--- src/rtl/ex_mem_pipe_reg.sv ---
// EX/MEM pipeline register: valid/ready handshake, two-entry skid buffer, synchronous flush.
// Optional saturating stall counter enabled by defining EXMEM_PERF_CNT_EN.
module ex_mem_pipe_reg #(
    parameter int DATA_W     = 32,
    parameter int REG_ADDR_W = 5,
    parameter int MEM_CTRL_W = 5,
    parameter int WR_CTRL_W  = 2,
    parameter int CNT_W      = 16
) (
    input  logic                  clk,
    input  logic                  rst_n,
    input  logic                  flush,
    input  logic                  in_valid,
    output logic                  in_ready,
    input  logic [DATA_W-1:0]     alu_result_ex,
    input  logic [DATA_W-1:0]     bus_b_ex,
    input  logic [REG_ADDR_W-1:0] rw_ex,
    input  logic [MEM_CTRL_W-1:0] mem_ctrl_ex,
    input  logic [WR_CTRL_W-1:0]  wr_ctrl_ex,
    output logic                  out_valid,
    input  logic                  out_ready,
    output logic [DATA_W-1:0]     alu_result_mem,
    output logic [DATA_W-1:0]     bus_b_mem,
    output logic [REG_ADDR_W-1:0] rw_mem,
    output logic [MEM_CTRL_W-1:0] mem_ctrl_mem,
    output logic [WR_CTRL_W-1:0]  wr_ctrl_mem
`ifdef EXMEM_PERF_CNT_EN
    ,
    output logic [CNT_W-1:0]      stall_cnt
`endif
);

    typedef struct packed {
        logic [DATA_W-1:0]     alu_result;
        logic [DATA_W-1:0]     bus_b;
        logic [REG_ADDR_W-1:0] rw;
        logic [MEM_CTRL_W-1:0] mem_ctrl;
        logic [WR_CTRL_W-1:0]  wr_ctrl;
    } entry_t;

    entry_t r_main;
    entry_t r_skid;
    logic   r_main_valid;
    logic   r_skid_valid;

    entry_t w_in_entry;
    logic   w_accept;
    logic   w_consume;

    assign w_in_entry = '{alu_result: alu_result_ex, bus_b: bus_b_ex, rw: rw_ex,
                          mem_ctrl: mem_ctrl_ex, wr_ctrl: wr_ctrl_ex};

    // in_ready comes straight off the skid valid flop, so out_ready never reaches it combinationally.
    assign in_ready  = ~r_skid_valid;
    assign w_accept  = in_valid && in_ready;
    assign w_consume = r_main_valid && out_ready;

    // NOTE: payload registers are reset too, because the outputs must read 0 straight out of reset.
    always_ff @(posedge clk or negedge rst_n) begin
        if (!rst_n) begin
            r_main_valid <= 1'b0;
            r_skid_valid <= 1'b0;
            r_main       <= '0;
            r_skid       <= '0;
        end else if (flush) begin
            r_main_valid <= 1'b0;
            r_skid_valid <= 1'b0;
        end else if (w_consume || !r_main_valid) begin
            if (r_skid_valid) begin
                r_main       <= r_skid;
                r_main_valid <= 1'b1;
                r_skid_valid <= 1'b0;
            end else if (w_accept) begin
                r_main       <= w_in_entry;
                r_main_valid <= 1'b1;
            end else begin
                r_main_valid <= 1'b0;
            end
        end else if (w_accept) begin
            // Main is held and the skid is empty (accept implies it): park the input behind main.
            r_skid       <= w_in_entry;
            r_skid_valid <= 1'b1;
        end
    end

    assign out_valid      = r_main_valid;
    assign alu_result_mem = r_main.alu_result;
    assign bus_b_mem      = r_main.bus_b;
    assign rw_mem         = r_main.rw;
    assign mem_ctrl_mem   = r_main_valid ? r_main.mem_ctrl : '0;
    assign wr_ctrl_mem    = r_main_valid ? r_main.wr_ctrl  : '0;

`ifdef EXMEM_PERF_CNT_EN
    logic [CNT_W-1:0] r_stall_cnt;

    // Only rst_n clears the counter; flush deliberately leaves it alone.
    always_ff @(posedge clk or negedge rst_n) begin
        if (!rst_n) begin
            r_stall_cnt <= '0;
        end else if (r_main_valid && !out_ready && (r_stall_cnt != {CNT_W{1'b1}})) begin
            r_stall_cnt <= r_stall_cnt + 1'b1;
        end
    end

    assign stall_cnt = r_stall_cnt;
`else
    // Without the counter CNT_W has no effect.
    if (CNT_W < 1) begin : g_cnt_w_ignored
    end
`endif

endmodule

--- config.mk ---
export PLATFORM = sky130hd
export DESIGN_NAME = ex_mem_pipe_reg
export DESIGN_NICKNAME = d
export VERILOG_FILES = /design/src/rtl/ex_mem_pipe_reg.sv
export SDC_FILE = /design/constraint.sdc
export NUM_CORES = 1
export LEC_CHECK = 0
export BUFFER_PORTS_ARGS = -buffer_cell sky130_fd_sc_hd__buf_4
export CORE_MARGIN = 2
export CORE_UTILIZATION = 40
export DETAILED_ROUTE_END_ITERATION = 10
export HOLD_SLACK_MARGIN = 0.12
export PLACE_DENSITY = 0.64
export SYNTH_ARGS = -nofsm -noshare
export SYNTH_HDL_FRONTEND = slang
export SYNTH_SLANG_ARGS = --single-unit
--- constraint.sdc ---
create_clock -name clk -period 1.6 [get_ports clk]
set_input_delay 0.16 -clock clk [delete_from_list [all_inputs] [get_ports clk]]
set_output_delay 0.16 -clock clk [all_outputs]
set_load 0.05 [all_outputs]
==> summary.txt, run 1 <==
Status
  – Status: complete, but fails checks
  – Failing checks: negative setup slack

Floorplanning
  – I/O pin cnt: 159
  – Die ar.: 19700 sq um
  – Die X: 140 microns
  – Starting Density: 41.1%
  – Row Count: 49
  – Die H: 140 microns
  – Core area: 18100 sq um

Worst setup path
  – RR Startpoint: out_valid$_DFFE_PN0P_
  – Critical path cell sequence: dlygate4sd3_1 -> buf_4 -> and2b_4 -> nor3_4 -> buf_4 -> buf_12 -> mux2_2
  – Slowest cell on crit path: dlygate4sd3_1
  – Cell with the most instances on the worst path: buf_4
  – R2R setup slack: 0 ns
  – Crit path DAT: 1.91 ns
  – Req. time, crit path: 1.90 ns
  – Worst Reg-to-Reg Cells: 5
  – Crit Path Class: input port to register
  – Max FO, Critical Path: 16
  – FF-to-FF End: alu_result_mem[18]$_DFFE_PN0P_
  – Worst path max stage delay: 0.54 ns
  – CP Launch Type: input port
  – Endpoint class of the critical path: register

Pwr
  – Internal: 8.71 mW
  – P_sw: 3.96 mW
  – Combinational Power Share: 29.0%
  – Leak: 4.65 nW
  – Switching share of power: 31.2%
  – Maximum vdd drop: 0.724 mV
  – Clock Power Share: 29.8%
  – Power per cell area: 1270 nW/um^2
  – Total power: 12.7 mW
  – Reg power frac: 41.2%

CTS
  – Clock-pin slew on the worst setup and hold paths: 0.06 ns
  – Clock H-tree levels: 4
  – Root Buffer: clkbuf_16
  – CTS Buffer Depth: 2
  – CTS tree: yes
  – Worst-Skew Late Latency: 0.42 ns
  – TritonCTS buffer count: 17
  – Clk sinks: 154

Synth
  – Commonest cells in the netlist: mux2_2 (157), dfrtp_1 (154), buf_4 (69), mux2_4 (50), mux2_1 (21)
  – Asr flop ratio synth: 100%
  – Synth unique cells: 20
  – Synth Flop Type: dfrtp_1
  – Synthesized flop and latch total: 154
  – Syn Inst Count: 492
  – Area contributors post-synth: dfrtp_1 (52%), mux2_2 (24%), mux2_4 (10%), buf_4 (7.0%), mux2_1 (3.2%)
  – Number of synthesized flops with an enable pin: 0
  – Synth Net Count: 573
  – Synth Warn #: 0
  – Top cell type's share of synthesized area: 51.9%
  – Cell taking the most area after synthesis: dfrtp_1
  – Mapped cell area: 7430 sq um
  – Seq/Total Area, Yosys: 51.9%
  – Syn_area_per_cell: 15.1 sq um
  – Count leader, synth: mux2_2

Routing
  – DRC errors left: 0
  – Vias after detailed routing: 4398
  – WL/cell: 17.1 microns
  – Total iterations of the first detailed-routing run: 5
  – ANT nets after route: 0
  – Vias/cell: 4.75
  – DRT iter0 DRCs: 126
  – Total Routed Length: 15800 microns

Layout
  – Multi-input gate area: 2900 sq um
  – Syn-to-layout area delta: 34.6%
  – Ant. Diodes: 0
  – Fillers: 1463
  – Post-layout nets: 767
  – Register area: 3860 sq um
  – Finished Layout Cells: 926
  – Fraction of layout cells with a size suffix above 1: 61.8%

Place
  – Setup WS pre-CTS: -0.0579 ns
  – Cell Count Post-Placement: 808
  – IO Port Bufs: 158
  – Final HPWL DP: 10100 microns
  – RePlAce Congestion: 0.678

STA
  – # setup viols final: 4
  – Slew Limit Fails: 0
  – Worst clock skew: 0.00636 ns
  – Max transition margin: 72.8%
  – Unrepaired setup endpoints after global routing: true
  – Final WS setup: -0.00909 ns
  – Post-layout min period: 1.61 ns
  – Final hold viol count: 0
  – Final setup TNS: -0.0243 ns
  – Period utilization: 101%
  – Fmax: 621 MHz
  – Slew @ Worst Pin: 0.407 ns

GRT
  – Gr busiest metal: met2
  – First-pass GRT wire length: 25600 microns
  – Met2 usage: 26.8%
  – Routing usage on met3: 5.88%
  – Grt met1 use: 21.1%
  – Initial antenna violation count: 0
  – GRT Total Usage: 16.5%
  – GRT Residual Overflow: 0
  – Vias in the first global route: 4978
  – Largest net degree at the start of global routing: 42

Flow run
  – Max-Cap Viols: 0

Min path
  – HP Class: input port to async pin
==> placed cells by master, fill, tap and decap left out <==
cell type        n
a21oi_1          1
and2_1           7
and2b_4          1
buf_12           9
buf_16           1
buf_4          171
buf_6            5
bufinv_16        1
clkbuf_1         2
clkbuf_16       19
clkbuf_8         3
clkinv_2         4
clkinvlp_4       3
dfrtp_1        152
dfrtp_2          1
dfrtp_4          1
dlygate4sd3_1   81
inv_1            1
mux2_1          19
mux2_2         151
mux2_4          58
nand2b_1         1
nand3_4          1
nor2_1           1
nor2_2           1
nor3_1           1
nor3_4           1
==> registers in the layout, indices dropped and copies added (netlist names) <==
signal,cells
rw_mem,5
r_skid_valid,1
r_main,7
out_valid,1
r_skid,76
bus_b_mem,32
alu_result_mem,32
==> worst max-delay path, delay by kind of cell <==
family                 cells  cell delay [ns]
and+or+nand+nor            2             0.40
buffers and inverters      4             0.99
muxes                      1             0.35
==> power by group through the flow <==
| stage | clock [mW] | sequential, mW | combinational (mW) |
|---|---|---|---|
| 5_1_grt | 4.07 | 5.32 | 3.87 |
| 3_3_place_gp | 0 | 5.22 | 3.45 |
| 4_1_cts | 3.89 | 5.22 | 3.69 |
| 6_report | 3.77 | 5.23 | 3.68 |
| 2_1_floorplan | 0 | 5.11 | 2.98 |
| 3_5_place_dp | 0 | 5.27 | 3.52 |
==> repair_timing <==
item | 4_1_cts | 5_1_grt
pin swaps | 0 | 0
cloned | 0 | 2
resized for setup | 4 | 1
endpoints found under the setup margin | 24 | 73
endpoints found under the hold margin | 306 | 0
hold buffers | 81 | 0
setup buffers | 0 | 5
==> per-stage QoR <==
step                util [%]  hold WS [ns]  area, sq um
floorplan                  -        -0.136         7460
finish                  55.3         0.228        10000
CTS                     54.7         0.222         9900
detailed placement      47.1         0.106         8520
global placement        47.1        0.0989         8520
global route            55.3         0.246        10000
==> cell families (layout without fill, tap and decap cells) <==
logic type,count (synthesis),in the layout,share of synthesized area [%]
muxes,228,228,37.1
and+or+nand+nor,14,14,1.36
AOI/OAI and AO/OA,1,1,0.0673
buffers and inverters,95,300,9.62
DFF,154,154,51.9
==> metal layers <==
metal	vias to the layer above	share of wire, %
li1	2030	-
met1	2234	46
met2	123	47
met3	11	6.3
met4	0	0.85
met5	-	0
==> worst max-delay path by stage <==
stage,start,to,slack (ns),depth (start not counted)
6_report,out_ready,alu_result_mem[18]$_DFFE_PN0P_,-0.009,7
4_1_cts,out_valid$_DFFE_PN0P_,bus_b_mem[27]$_DFFE_PN0P_,-0.02,5
5_1_grt,out_valid$_DFFE_PN0P_,bus_b_mem[20]$_DFFE_PN0P_,-0.08,5
2_1_floorplan,out_valid$_DFFE_PN0P_,alu_result_mem[0]$_DFFE_PN0P_,-0.10,5
3_5_place_dp,out_valid$_DFFE_PN0P_,r_main[2]$_DFFE_PN0P_,-0.06,4
3_3_place_gp,out_valid$_DFFE_PN0P_,r_main[2]$_DFFE_PN0P_,-0.005,4
==> area by class of cell <==
type                       instances  area share (%)
inverter                           1          0.0375
multi-input combinational        243            29.0
tap                              229            2.86
timing repair buffer             269            24.1
clock buffer                      22            4.74
clock inverter                     8           0.725
sequential                       154            38.6
Note: power is estimated with default switching activity, not from simulation.
==> run 2: changes to the inputs <==
--- a/config.mk
+++ b/config.mk
@@ -10,7 +10,7 @@
 export CORE_UTILIZATION = 40
 export DETAILED_ROUTE_END_ITERATION = 10
 export HOLD_SLACK_MARGIN = 0.12
-export PLACE_DENSITY = 0.64
+export PLACE_DENSITY_LB_ADDON = 0.25
 export SYNTH_ARGS = -nofsm -noshare
 export SYNTH_HDL_FRONTEND = slang
 export SYNTH_SLANG_ARGS = --single-unit
==> run 2 against run 1 <==
Against the previous run: the run still ends with negative setup slack left; combinational power up 3%; clock skew about the same; sequential cell count unchanged; register-to-register slack worse by 0.06 ns; cell area up 1.5%; largest cell class unchanged.
==> summary.txt, run 2 (same netlist as run 1, synthesis figures left out) <==
Routing
  – ANT nets after route: 0 (unchanged)
  – Vias/cell: 4.79 (+0.87%)
  – Vias after detailed routing: 4446 (+1.1%)
  – DRT iter0 DRCs: 126 (unchanged)
  – WL/cell: 17.2 microns (+0.76%)
  – Total Routed Length: 16000 microns (+0.97%)
  – Total iterations of the first detailed-routing run: 4 (-1)
  – DRC errors left: 0 (unchanged)

Floorplanning
  – Starting Density: 41.1% (unchanged)
  – Core area: 18100 sq um (unchanged)
  – Die X: 140 microns (unchanged)
  – I/O pin cnt: 159 (unchanged)
  – Die H: 140 microns (unchanged)
  – Die ar.: 19700 sq um (unchanged)
  – Row Count: 49 (unchanged)

STA
  – Slew @ Worst Pin: 0.429 ns (+0.0219 ns)
  – Worst clock skew: 0.00629 ns (-0.0000660 ns)
  – Max transition margin: 71.4% (-1.5 points)
  – Final setup TNS: -1.75 ns (-1.73 ns)
  – Slew Limit Fails: 0 (unchanged)
  – Unrepaired setup endpoints after global routing: true
  – Post-layout min period: 1.66 ns (+0.0502 ns)
  – # setup viols final: 65 (+61)
  – Final hold viol count: 0 (unchanged)
  – Period utilization: 104% (+3.1 points)
  – Final WS setup: -0.0593 ns (-0.0502 ns)
  – Fmax: 603 MHz (-3.0%)

Worst setup path
  – Endpoint class of the critical path: register
  – Worst Reg-to-Reg Cells: 6 (+1)
  – Crit path DAT: 1.95 ns (+0.04 ns)
  – CP Launch Type: register
  – Req. time, crit path: 1.89 ns (about the same)
  – FF-to-FF End: bus_b_mem[16]$_DFFE_PN0P_
  – R2R setup slack: -0.06 ns (-0.06 ns)
  – RR Startpoint: out_valid$_DFFE_PN0P_
  – Crit Path Class: register to register
  – Max FO, Critical Path: 8 (-8)

Place
  – Setup WS pre-CTS: -0.0558 ns (+0.00211 ns)
  – DP Area: 8560 sq um (+0.41%)
  – RePlAce Congestion: 0.709 (+4.5%)
  – Final HPWL DP: 10500 microns (+3.5%)
  – IO Port Bufs: 158 (unchanged)

CTS
  – Worst-Skew Late Latency: 0.42 ns (about the same)
  – Clock H-tree levels: 4 (unchanged)
  – Clock-pin slew on the worst setup and hold paths: 0.06 ns (about the same)
  – Root Buffer: clkbuf_16
  – Clk sinks: 154 (unchanged)
  – CTS tree: yes
  – TritonCTS buffer count: 17 (unchanged)
  – CTS Buffer Depth: 2 (unchanged)

Pwr
  – P_sw: 4.02 mW (+1.4%)
  – Leak: 4.77 nW (+2.5%)
  – Power per cell area: 1280 nW/um^2 (+1.2%)
  – Maximum vdd drop: 0.729 mV (+0.61%)
  – Internal: 9.01 mW (+3.4%)
  – Switching share of power: 30.8% (-0.41 points)
  – Clock Power Share: 30.8% (+1.0 points)
  – Reg power frac: 40.1% (-1.1 points)
  – Combinational Power Share: 29.1% (about the same)

Layout
  – Fraction of layout cells with a size suffix above 1: 62.2% (+0.40 points)
  – Syn-to-layout area delta: 36.7%
  – Max reg flops: 76 (unchanged)
  – Register area: 3860 sq um (unchanged)
  – Largest register by flop count: r_skid
  – Post-route cell area: 10200 sq um (+1.5%)
  – Multi-input gate area: 2990 sq um (+3.2%)
  – Commonest cells after routing, fill and taps aside: buf_4 (167), dfrtp_1 (152), mux2_2 (129)
  – Post-layout nets: 767 (unchanged)
  – Fillers: 1457 (-0.41%)
  – Commonest non-fill, non-tap cell in the layout: buf_4
  – Ant. Diodes: 0 (unchanged)

Status
  – Status: complete, but fails checks
  – Failing checks: negative setup slack

GRT
  – First-pass GRT wire length: 25900 microns (+0.94%)
  – Largest net degree at the start of global routing: 44 (+4.8%)
  – Vias in the first global route: 4982 (+0.080%)
  – Initial antenna violation count: 0 (unchanged)
  – GRT Residual Overflow: 0 (unchanged)
  – GRT Total Usage: 16.5% (about the same)

Flow run
  – Max-Cap Viols: 0 (unchanged)

Min path
  – HP Class: input port to async pin
==> run 2: changes by cell type in the layout (fill, tap and decap cells not counted), moves of 2 or more <==
cell	before	now
mux2_4	58	81
clkbuf_8	3	0
bufinv_16	1	3
clkinv_2	4	6
buf_4	171	167
mux2_2	151	129
buf_6	5	7
clkinv_4	0	2
buf_12	9	11
==> run 2: what timing repair did <==
| action | 4_1_cts | 5_1_grt |
|---|---|---|
| buffers inserted | 0 | 2 |
| setup endpoints to repair | 52 | 90 |
| hold buffers | 81 | 0 |
| gates cloned | 0 | 2 |
| endpoints found under the hold margin | 304 | 0 |
| gates resized for setup | 7 | 26 |
| pin swaps | 0 | 1 |
==> run 2: cell type report <==
class	count	area share (%)
sequential	154	38.0
multi-input combinational	243	29.5
timing repair buffer	269	23.9
clock buffer	19	4.26
tap	229	2.82
clock inverter	13	1.50
inverter	1	0.0370
==> run 2: per-layer routing <==
| metal | GRT usage [%] | vias up | wire length [microns] |
|---|---|---|---|
| li1 | - | 2040 | - |
| met1 | 21.6 | 2275 | 7370 |
| met2 | 27.1 | 114 | 7590 |
| met3 | 4.34 | 17 | 819 |
| met4 | 4.68 | 0 | 185 |
| met5 | 0 | - | 0 |
==> run 2: worst max path at each step <==
stage / endpoint / depth (start not counted) / slack [ns] / from
after CTS: alu_result_mem[25]$_DFFE_PN0P_ / 5 / -0.06 / out_valid$_DFFE_PN0P_
after floorplan: alu_result_mem[0]$_DFFE_PN0P_ / 5 / -0.10 / out_valid$_DFFE_PN0P_
after detailed placement: alu_result_mem[30]$_DFFE_PN0P_ / 4 / -0.06 / out_valid$_DFFE_PN0P_
final: bus_b_mem[16]$_DFFE_PN0P_ / 6 / -0.06 / out_valid$_DFFE_PN0P_
after global placement: alu_result_mem[15]$_DFFE_PN0P_ / 4 / -0.03 / out_valid$_DFFE_PN0P_
after global routing: bus_b_mem[20]$_DFFE_PN0P_ / 6 / -0.11 / out_valid$_DFFE_PN0P_
==> run 2: worst max-delay path: stages, from the launching register on <==
cell and delay (ns):
dfrtp_2 0.40, and2b_4 0.17, nor3_4 0.21, buf_12 0.14, buf_12 0.13, clkbuf_16 0.17
mux2_4 0.31
==> run 2: per-stage QoR <==
stage / power (mW) / hold slack (ns) / util (%) / instances
6_report: 13.0 / 0.212 / 56.2 / 928
5_1_grt: 13.6 / 0.256 / 56.2 / 928
4_1_cts: 13.1 / 0.226 / 55.2 / 924
3_5_place_dp: 8.81 / 0.107 / 47.3 / 811
3_3_place_gp: 8.67 / 0.0977 / 47.3 / 811
2_1_floorplan: 8.10 / -0.136 / - / 492
==> run 2: power by group through the flow <==
| stage | registers [mW] | clock network (mW) | logic [mW] |
|---|---|---|---|
| 2_1_floorplan | 5.11 | 0 | 2.98 |
| 6_report | 5.23 | 4.01 | 3.78 |
| 3_3_place_gp | 5.21 | 0 | 3.46 |
| 4_1_cts | 5.22 | 4.14 | 3.72 |
| 5_1_grt | 5.34 | 4.28 | 3.97 |
| 3_5_place_dp | 5.27 | 0 | 3.54 |
